[config.mk]
export PLATFORM = sky130hd
export DESIGN_NAME = axis_pkt_arbiter
export DESIGN_NICKNAME = d
export VERILOG_FILES = /design/src/rtl/axis_arb_pkg.sv /design/src/rtl/rr_pick2.sv /design/src/rtl/axis_pkt_arbiter.sv
export SDC_FILE = /design/constraint.sdc
export NUM_CORES = 1
export LEC_CHECK = 0
export ABC_AREA = 0
export CAP_MARGIN = 10
export CORE_ASPECT_RATIO = 0.8
export CORE_MARGIN = 2
export CORE_UTILIZATION = 38
export DETAILED_ROUTE_END_ITERATION = 7
export PLACE_DENSITY = 0.76
export SLEW_MARGIN = 30
export SYNTH_ARGS = -nofsm -noshare
export SYNTH_HDL_FRONTEND = slang
export SYNTH_SLANG_ARGS = --single-unit
[constraint.sdc]
create_clock -name ACLK -period 2.15 [get_ports ACLK]
set_clock_uncertainty 0.15 [all_clocks]
set_input_delay 0.43 -clock ACLK [delete_from_list [all_inputs] [get_ports ACLK]]
set_output_delay 0.43 -clock ACLK [all_outputs]
set_load 0.03 [all_outputs]
[src/rtl/axis_arb_pkg.sv]
`default_nettype none
// +----------------------------------------------------------------------+
// | axis_arb_pkg                                                         |
// | Shared types and constants for the packet-aware AXIS arbiter.        |
// | Revision: 1.0                                                        |
// +----------------------------------------------------------------------+
package axis_arb_pkg;

    typedef enum logic [1:0] {
        IDLE  = 2'd0,
        BUSY0 = 2'd1,
        BUSY1 = 2'd2
    } arb_state_t;

    localparam int DEF_DATA_WIDTH = 8;
    localparam int DEF_MAX_BEATS  = 16;

    localparam logic [1:0] GNT_NONE = 2'b00;
    localparam logic [1:0] GNT_0    = 2'b01;
    localparam logic [1:0] GNT_1    = 2'b10;

endpackage
`default_nettype wire

[src/rtl/rr_pick2.sv]
`default_nettype none
// +----------------------------------------------------------------------+
// | rr_pick2                                                             |
// | Combinational two-way round-robin picker, one-hot result.            |
// | Revision: 1.0                                                        |
// +----------------------------------------------------------------------+
module rr_pick2
    import axis_arb_pkg::*;
(
    input  logic [1:0] req,
    input  logic       last_grant,
    output logic [1:0] pick
);

    // A lone request wins outright; on a tie the source that did not go last wins.
    always_comb begin
        pick = req;
        if (req == 2'b11) begin
            pick = last_grant ? GNT_0 : GNT_1;
        end
    end

endmodule
`default_nettype wire

[src/rtl/axis_pkt_arbiter.sv]
`default_nettype none
// +----------------------------------------------------------------------+
// | axis_pkt_arbiter                                                     |
// | Packet-hold round-robin arbiter for two AXIS sources with watchdog.  |
// | Revision: 1.0                                                        |
// +----------------------------------------------------------------------+
module axis_pkt_arbiter
    import axis_arb_pkg::*;
#(
    parameter int DATA_WIDTH = DEF_DATA_WIDTH,
    parameter int MAX_BEATS  = DEF_MAX_BEATS
) (
    input  logic                  ACLK,
    input  logic                  ARESETn,
    input  logic [DATA_WIDTH-1:0] DATA_in_0,
    input  logic                  TVALID_in_0,
    input  logic                  TLAST_in_0,
    output logic                  TREADY_in_0,
    input  logic [DATA_WIDTH-1:0] DATA_in_1,
    input  logic                  TVALID_in_1,
    input  logic                  TLAST_in_1,
    output logic                  TREADY_in_1,
    output logic [DATA_WIDTH-1:0] DATA_out,
    output logic                  TVALID_out,
    output logic                  TLAST_out,
    input  logic                  TREADY_out,
    output logic [1:0]            grant,
    output logic                  trunc
);

    localparam int               CNT_W   = $clog2(MAX_BEATS + 1);
    localparam logic [CNT_W-1:0] WD_LAST = CNT_W'(MAX_BEATS - 1);

    arb_state_t       r_state;
    logic             r_last_grant;
    logic [CNT_W-1:0] r_beat_cnt;
    logic [1:0]       r_grant;
    logic             r_trunc;

    logic [1:0]       w_pick;
    logic             w_src_last;
    logic             w_xfer;

    rr_pick2 u_pick (
        .req        ({TVALID_in_1, TVALID_in_0}),
        .last_grant (r_last_grant),
        .pick       (w_pick)
    );

    // Pure pass-through of the owning source; idle drives everything low.
    always_comb begin
        DATA_out    = '0;
        TVALID_out  = 1'b0;
        TREADY_in_0 = 1'b0;
        TREADY_in_1 = 1'b0;
        w_src_last  = 1'b0;
        case (r_state)
            BUSY0: begin
                DATA_out    = DATA_in_0;
                TVALID_out  = TVALID_in_0;
                w_src_last  = TLAST_in_0;
                TREADY_in_0 = TREADY_out;
            end
            BUSY1: begin
                DATA_out    = DATA_in_1;
                TVALID_out  = TVALID_in_1;
                w_src_last  = TLAST_in_1;
                TREADY_in_1 = TREADY_out;
            end
            default: ;
        endcase
        TLAST_out = w_src_last | ((r_state != IDLE) && (r_beat_cnt == WD_LAST));
    end

    assign w_xfer = TVALID_out & TREADY_out;

    always_ff @(posedge ACLK or negedge ARESETn) begin
        if (!ARESETn) begin
            r_state      <= IDLE;
            r_last_grant <= 1'b1;
            r_beat_cnt   <= '0;
            r_grant      <= GNT_NONE;
            r_trunc      <= 1'b0;
        end else begin
            r_trunc <= 1'b0;
            case (r_state)
                IDLE: begin
                    if (w_pick == GNT_0) begin
                        r_state <= BUSY0;
                        r_grant <= GNT_0;
                    end else if (w_pick == GNT_1) begin
                        r_state <= BUSY1;
                        r_grant <= GNT_1;
                    end
                end
                BUSY0, BUSY1: begin
                    if (w_xfer) begin
                        if (TLAST_out) begin
                            // A forced end leaves the source mid-packet; flag it.
                            r_state      <= IDLE;
                            r_grant      <= GNT_NONE;
                            r_beat_cnt   <= '0;
                            r_last_grant <= (r_state == BUSY1);
                            r_trunc      <= ~w_src_last;
                        end else begin
                            r_beat_cnt <= r_beat_cnt + CNT_W'(1);
                        end
                    end
                end
                default: begin
                    r_state <= IDLE;
                    r_grant <= GNT_NONE;
                end
            endcase
        end
    end

    assign grant = r_grant;
    assign trunc = r_trunc;

endmodule
`default_nettype wire

After elaboration in Yosys (flattened, before gate mapping)
Cells that the tools add are included.
Word-level totals
  word-level logic and storage cells: 40
  bits in registers: 9
Operators by class
  add/subtract/negate cells: 1
  bitwise logic cells: 3
  eq/ne operators: 9
  reductions and logical operators: 7
  muxes and demuxes: 16
Operators by type and width (count)
  $pmux W8 S2: 1
  $mux W2: 6
  $eq A2 B2 Y1 const B: 3
  $reduce_and A3 Y1: 2
  $add A5 B1 Y5 const B: 1
  $eq A5 B4 Y1 const B: 1
  $mux W1: 5
  $mux W5: 1
  $eq A2 B1 Y1 const B: 2
  $ne A2 B2 Y1 const B: 2
  $pmux W1 S2: 2
  $pmux W2 S2: 1
  $ne A3 B3 Y1 const B: 1
  $logic_not A2 Y1: 1
  $reduce_and A2 Y1: 1
  $reduce_bool A2 Y1: 1
  $reduce_or A2 Y1: 1
  $and A1 B1 Y1: 1
  $logic_and A1 B1 Y1: 1
  $not A1 Y1: 1
  $or A1 B1 Y1: 1

Longest topological paths before layout
  depth in word-level cells: 6
  gate-level depth with buffers: 7

By module
A second synthesis with hierarchy kept.
Unflattened totals
  cells, all modules: 83
  area, all modules: 721.9 µm²
Modules (own cells, without submodules)
  axis_pkt_arbiter: area each 703.2 µm², cells an instance 80, instances 1
  rr_pick2: area each 18.8 µm², cells an instance 3, instances 1

Worst setup path after synthesis
OpenSTA, ideal clock, no wires.
  path type: reg-to-output
  start: register grant[0] (netlist name)
  end: output port DATA_out[0]
  slack: -90 ps
  stages on the path, launching flop included: 6
  arrival time: 1660 ps
  cells stage by stage: dfrtp_1 > inv_1 > ha_1 > clkbuf_1 > a22oi_1 > nor2_1
RTL lines
  to (decl): RTL line axis_pkt_arbiter.sv:23  | output logic [DATA_WIDTH-1:0] DATA_out,

==> summary.md <==
| Metric | Value |
|---|---|
| Status | complete, but fails checks |
| Failing checks | negative setup slack |
| CTS Buf Count | 3 |
| CTS tree | built |
| Worst-Margin Slew | 0.412 ns |
| Dpl cell area | 1140 sq um |
| Clock tree sinks | 9 |
| Worst Slack Setup Final | -0.0943 ns |
| H-Tree Depth | 1 |
| Unrepaired setup endpoints after global routing | true |
| Register area share after synthesis | 32.0% |
| Congestion Overflow GR | 0 |
| Max VDD drop | 0.919 mV |
| WL per Instance | 17.7 um |
| Multi-input logic area | 562 sq um |
| Final setup viols | 6 |
| Origin of the worst setup path | grant[1] |
| Final min period | 2.24 ns |
| Crit share post-route | 104% |
| Crit Path Category | reg -> out |
| Final ANT Viol Nets | 0 |
| DRT Pass-1 Iters | 4 |
| Clock root cell | clkbuf_4 |
| Drt via density | 5.44 |
| Vias in the first global route | 864 |
| CP arrival | 1.66 ns |
| Netlist cell types | 28 |
| Seq cells post-synth | 9 |
| Final Core Density | 86.9% |
| CP Launch Type | register |
| Cell taking the most area after synthesis | dfrtp_1 |
| Count of input and output buffers | 37 |
| First-pass GRT wire length | 4170 um |
| Max clock buf depth | 2 |
| Critical Path End Type | output port |
| 1st-iter DRT viols | 22 |
| Final instance area | 1470 sq um |
| Dpl cells | 148 |
| Storage cell area | 228 sq um |
| Site row count | 13 |
| Rel. slew slack | 72.5% |
| Reg2reg setup slack | -0.05 ns |
| PwrDens | 1420 nW/um^2 |
| Leakage power | 0.639 nW |
| FMAX | 0.446 GHz |
| RD Place Congestion | 0.844 |
| Global Route Usage Sum | 25.0% |
| Net Count, Synth | 110 |
| Worst-case reg-to-reg path depth | 11 |
| I/O pin cnt | 38 |
| Initial antenna violation count | 0 |
| Drt total wl | 3020 um |
| Core area | 1690 sq um |
| Die ar. | 2220 sq um |
| Antenna cells | 0 |
| Syn Inst Count | 82 |
| RR Endpoint | r_beat_cnt[4] |
| Die H | 42.6 um |
| Syn Area/Cell | 8.62 sq um |
| Crit path max fanout | 5 |
| Filler cell count | 80 |
| Vias | 931 |
| Final hold slack | 0.312 ns |
| Nets | 178 |
| Critical Path RT | 1.57 ns |
| Max-Cap Viols | 0 |
| Synthesis Warnings | 0 |
| Clock-pin slew on the worst setup and hold paths | 0.07 ns |
| Remaining DRCs | 0 |
| Area growth from synthesis to layout | 108% |
| Largest net degree at the start of global routing | 10 |
| Hold Path Class | in -> async |
| Final Hold Viols | 0 |
| Synth area leaders | dfrtp_1 28%, a22oi_1 9.6%, ha_1 8.8% |
| Share of layout cells above drive strength 1 | 48.3% |
| Detailed placement HPWL | 1630 um |
| Clk_lat worst skew | 0.26 ns |
| Post-Layout Cell Count | 171 |
| Share of the synthesized area in the top cell type | 28.3% |
| Worst r2r src | grant[1] |
| Slew Limit Fails | 0 |
| Die Width | 52.2 um |
| Initial core utilization | 41.8% |
| Synth Cell Area | 707 sq um |
==> through the flow <==
stage	worst slack, ns	setup TNS (ns)	total power (W)
floorplan	-0.0905	-0.718	0.000944
global placement	-0.307	-0.307	0.00133
detailed placement	-0.302	-0.302	0.00135
CTS	-0.0356	-0.129	0.00180
global route	-0.150	-0.872	0.00221
finish	-0.0943	-0.260	0.00209
==> worst max-delay path by stage <==
stage / end / slack [ns]
final: TLAST_out / -0.09
after global routing: TLAST_out / -0.15
after CTS: TLAST_out / -0.04
after detailed placement: TVALID_out / -0.30
after global placement: TVALID_out / -0.31
after floorplan: DATA_out[0] / -0.09
==> logic make-up after synthesis <==
family          count (synthesis)  synth area share, %
flops                           9                 32.0
compound gates                 24                 28.0
fa+ha+maj                       5                 8.85
simple gates                   34                 23.5
buf+inv                         9                 5.49
mux                             1                 2.12
==> registers in the layout, summed over array words and instances, names as in the netlist <==
register / cells
grant: 2
trunc: 1
r_last_grant: 1
r_beat_cnt: 5
==> metal layers <==
| metal | track usage, % | up-vias | share of wire (%) |
|---|---|---|---|
| li1 | - | 436 | - |
| met1 | 34.6 | 462 | 41 |
| met2 | 40.3 | 27 | 53 |
| met3 | 5.36 | 6 | 4.4 |
| met4 | 4.62 | 0 | 1.3 |
| met5 | 0 | - | 0 |
==> repair_timing <==
action	in CTS	in global routing
endpoints found under the setup margin	10	10
gates resized for setup	25	18
hold buffers	0	0
pin swaps	4	9
buffers inserted	15	4
==> final cells by class <==
class / count / area share, %
timing repair buffer: 66 / 40.4
clock buffer: 4 / 1.79
sequential: 9 / 15.5
tap: 22 / 1.87
inverter: 6 / 2.21
multi-input combinational: 64 / 38.2
==> power by group <==
part           internal (W)  total, W  switching [W]
Sequential         0.000233  0.000294      0.0000610
Combinational      0.000811   0.00167       0.000859
Clock             0.0000713  0.000129      0.0000580
Total               0.00112   0.00209       0.000978
==> synth_stat cells <==
cell	count
o2111ai_1	1
nor2b_1	1
a22oi_1	9
a21oi_4	1
nand2_1	7
and2_1	3
buf_2	1
and3_1	3
nand3_2	1
clkinv_1	1
ha_1	5
a21oi_1	1
a211o_1	1
clkbuf_1	1
a22o_4	2
a211oi_1	1
nand2b_1	2
dfrtp_1	8
inv_1	5
nor2_1	9
mux2_4	1
dfstp_2	1
a21boi_0	1
o22ai_1	3
nand3_1	8
o21ai_0	3
o31ai_1	1
buf_4	1
==> cells in the final DEF, fill, tap and decap left out, types with 3 or more instances in the layout <==
cell type,n
clkdlybuf4s50_1,25
buf_4,32
nand2_1,7
nand3_1,8
o21ai_0,3
buf_6,7
clkbuf_4,3
nor2_1,7
ha_4,4
o22ai_1,3
a22oi_2,7
and2_1,3
dfrtp_1,7
==> worst max-delay path, stage by stage, from the launching register on <==
cell     delay [ns]
dfrtp_1        0.42
inv_2          0.10
ha_4           0.17
buf_6          0.12
a22o_4         0.24
a21oi_4        0.16
inv_2          0.06
buf_6          0.13
Power figures use the tool's default switching activity.
==> patch, RTL diff (same settings) <==
The package constant `DEF_DATA_WIDTH` goes from 8 to 10.
--- a/src/rtl/axis_arb_pkg.sv
+++ b/src/rtl/axis_arb_pkg.sv
@@ -13,5 +13,5 @@
     } arb_state_t;
 
-    localparam int DEF_DATA_WIDTH = 8;
+    localparam int DEF_DATA_WIDTH = 10;
     localparam int DEF_MAX_BEATS  = 16;
 
Interface: changed (resized DATA_in_0, DATA_in_1 and DATA_out); port bits go from 38 to 44. The function was not compared with the original's and may differ.
==> patch against the unedited design <==
  * The flow now stops in 4_1_cts
  * Synthesized cell count is 4.9% higher
  * Area after synthesis is 0.71% higher
==> patch: results <==
set metrics [dict create \
    outcome "aborted with a tool error" \
    h-tree-depth 1 \
    synth_seq_cells 9 \
    place_hpwl_microns 2230 \
    gp_congestion 0.933 \
    place_area_sq_um 1330 \
    seq_area_frac_synth 0.318 \
    synthArstFlopShare 1.00 \
    postCtsResizedCells 50 \
    ys.flop_type "dfrtp_1" \
    synth_area_leaders "dfrtp_1, a22oi_1, ha_1, nand3_1, nor2_1" \
    fp.dieW_microns 52.4 \
    yosysUniqueCellTypes 27 \
    yosysWarnings 0 \
    syn_nets 118 \
    numCtsBuffers 3 \
    root_buffer "clkbuf_4" \
    haltStage "4_1_cts" \
    post_cts_buffers 8 \
    portBuffers 43 \
    tool.error "[ERROR DPL-0033] detailed placement checks failed during check placement." \
    cts_max_path_buffers 2 \
    ys_top_cells_by_count "a22oi_1, nor2_1, nand3_1, dfrtp_1, nand2_1" \
]
==> patch: cell count changes after synthesis, sizes merged, moves of 2 or more <==
cell / before / now
clkbuf: 1 / 5
a22oi: 9 / 11
buf: 2 / 0
mux2i: 0 / 2
nor2: 9 / 11
o21ai: 3 / 1
==> patch: kinds of logic after synthesis <==
logic type	after synthesis	synth area share
muxes	3	0.0439
adders and majority gates	5	0.0879
DFF	9	0.318
and+or+nand+nor	36	0.237
buffers and inverters	10	0.0527
AOI/OAI and AO/OA	23	0.260
==> patch: stage by stage <==
step | setup WS (ns) | hold WS, ns | TNS [ns] | util | instances
after floorplan | 0.0130 | -0.0156 | 0 | - | 86
after global placement | -0.322 | 0.318 | -0.322 | 0.786 | 162
after detailed placement | -0.334 | 0.329 | -0.347 | 0.786 | 162
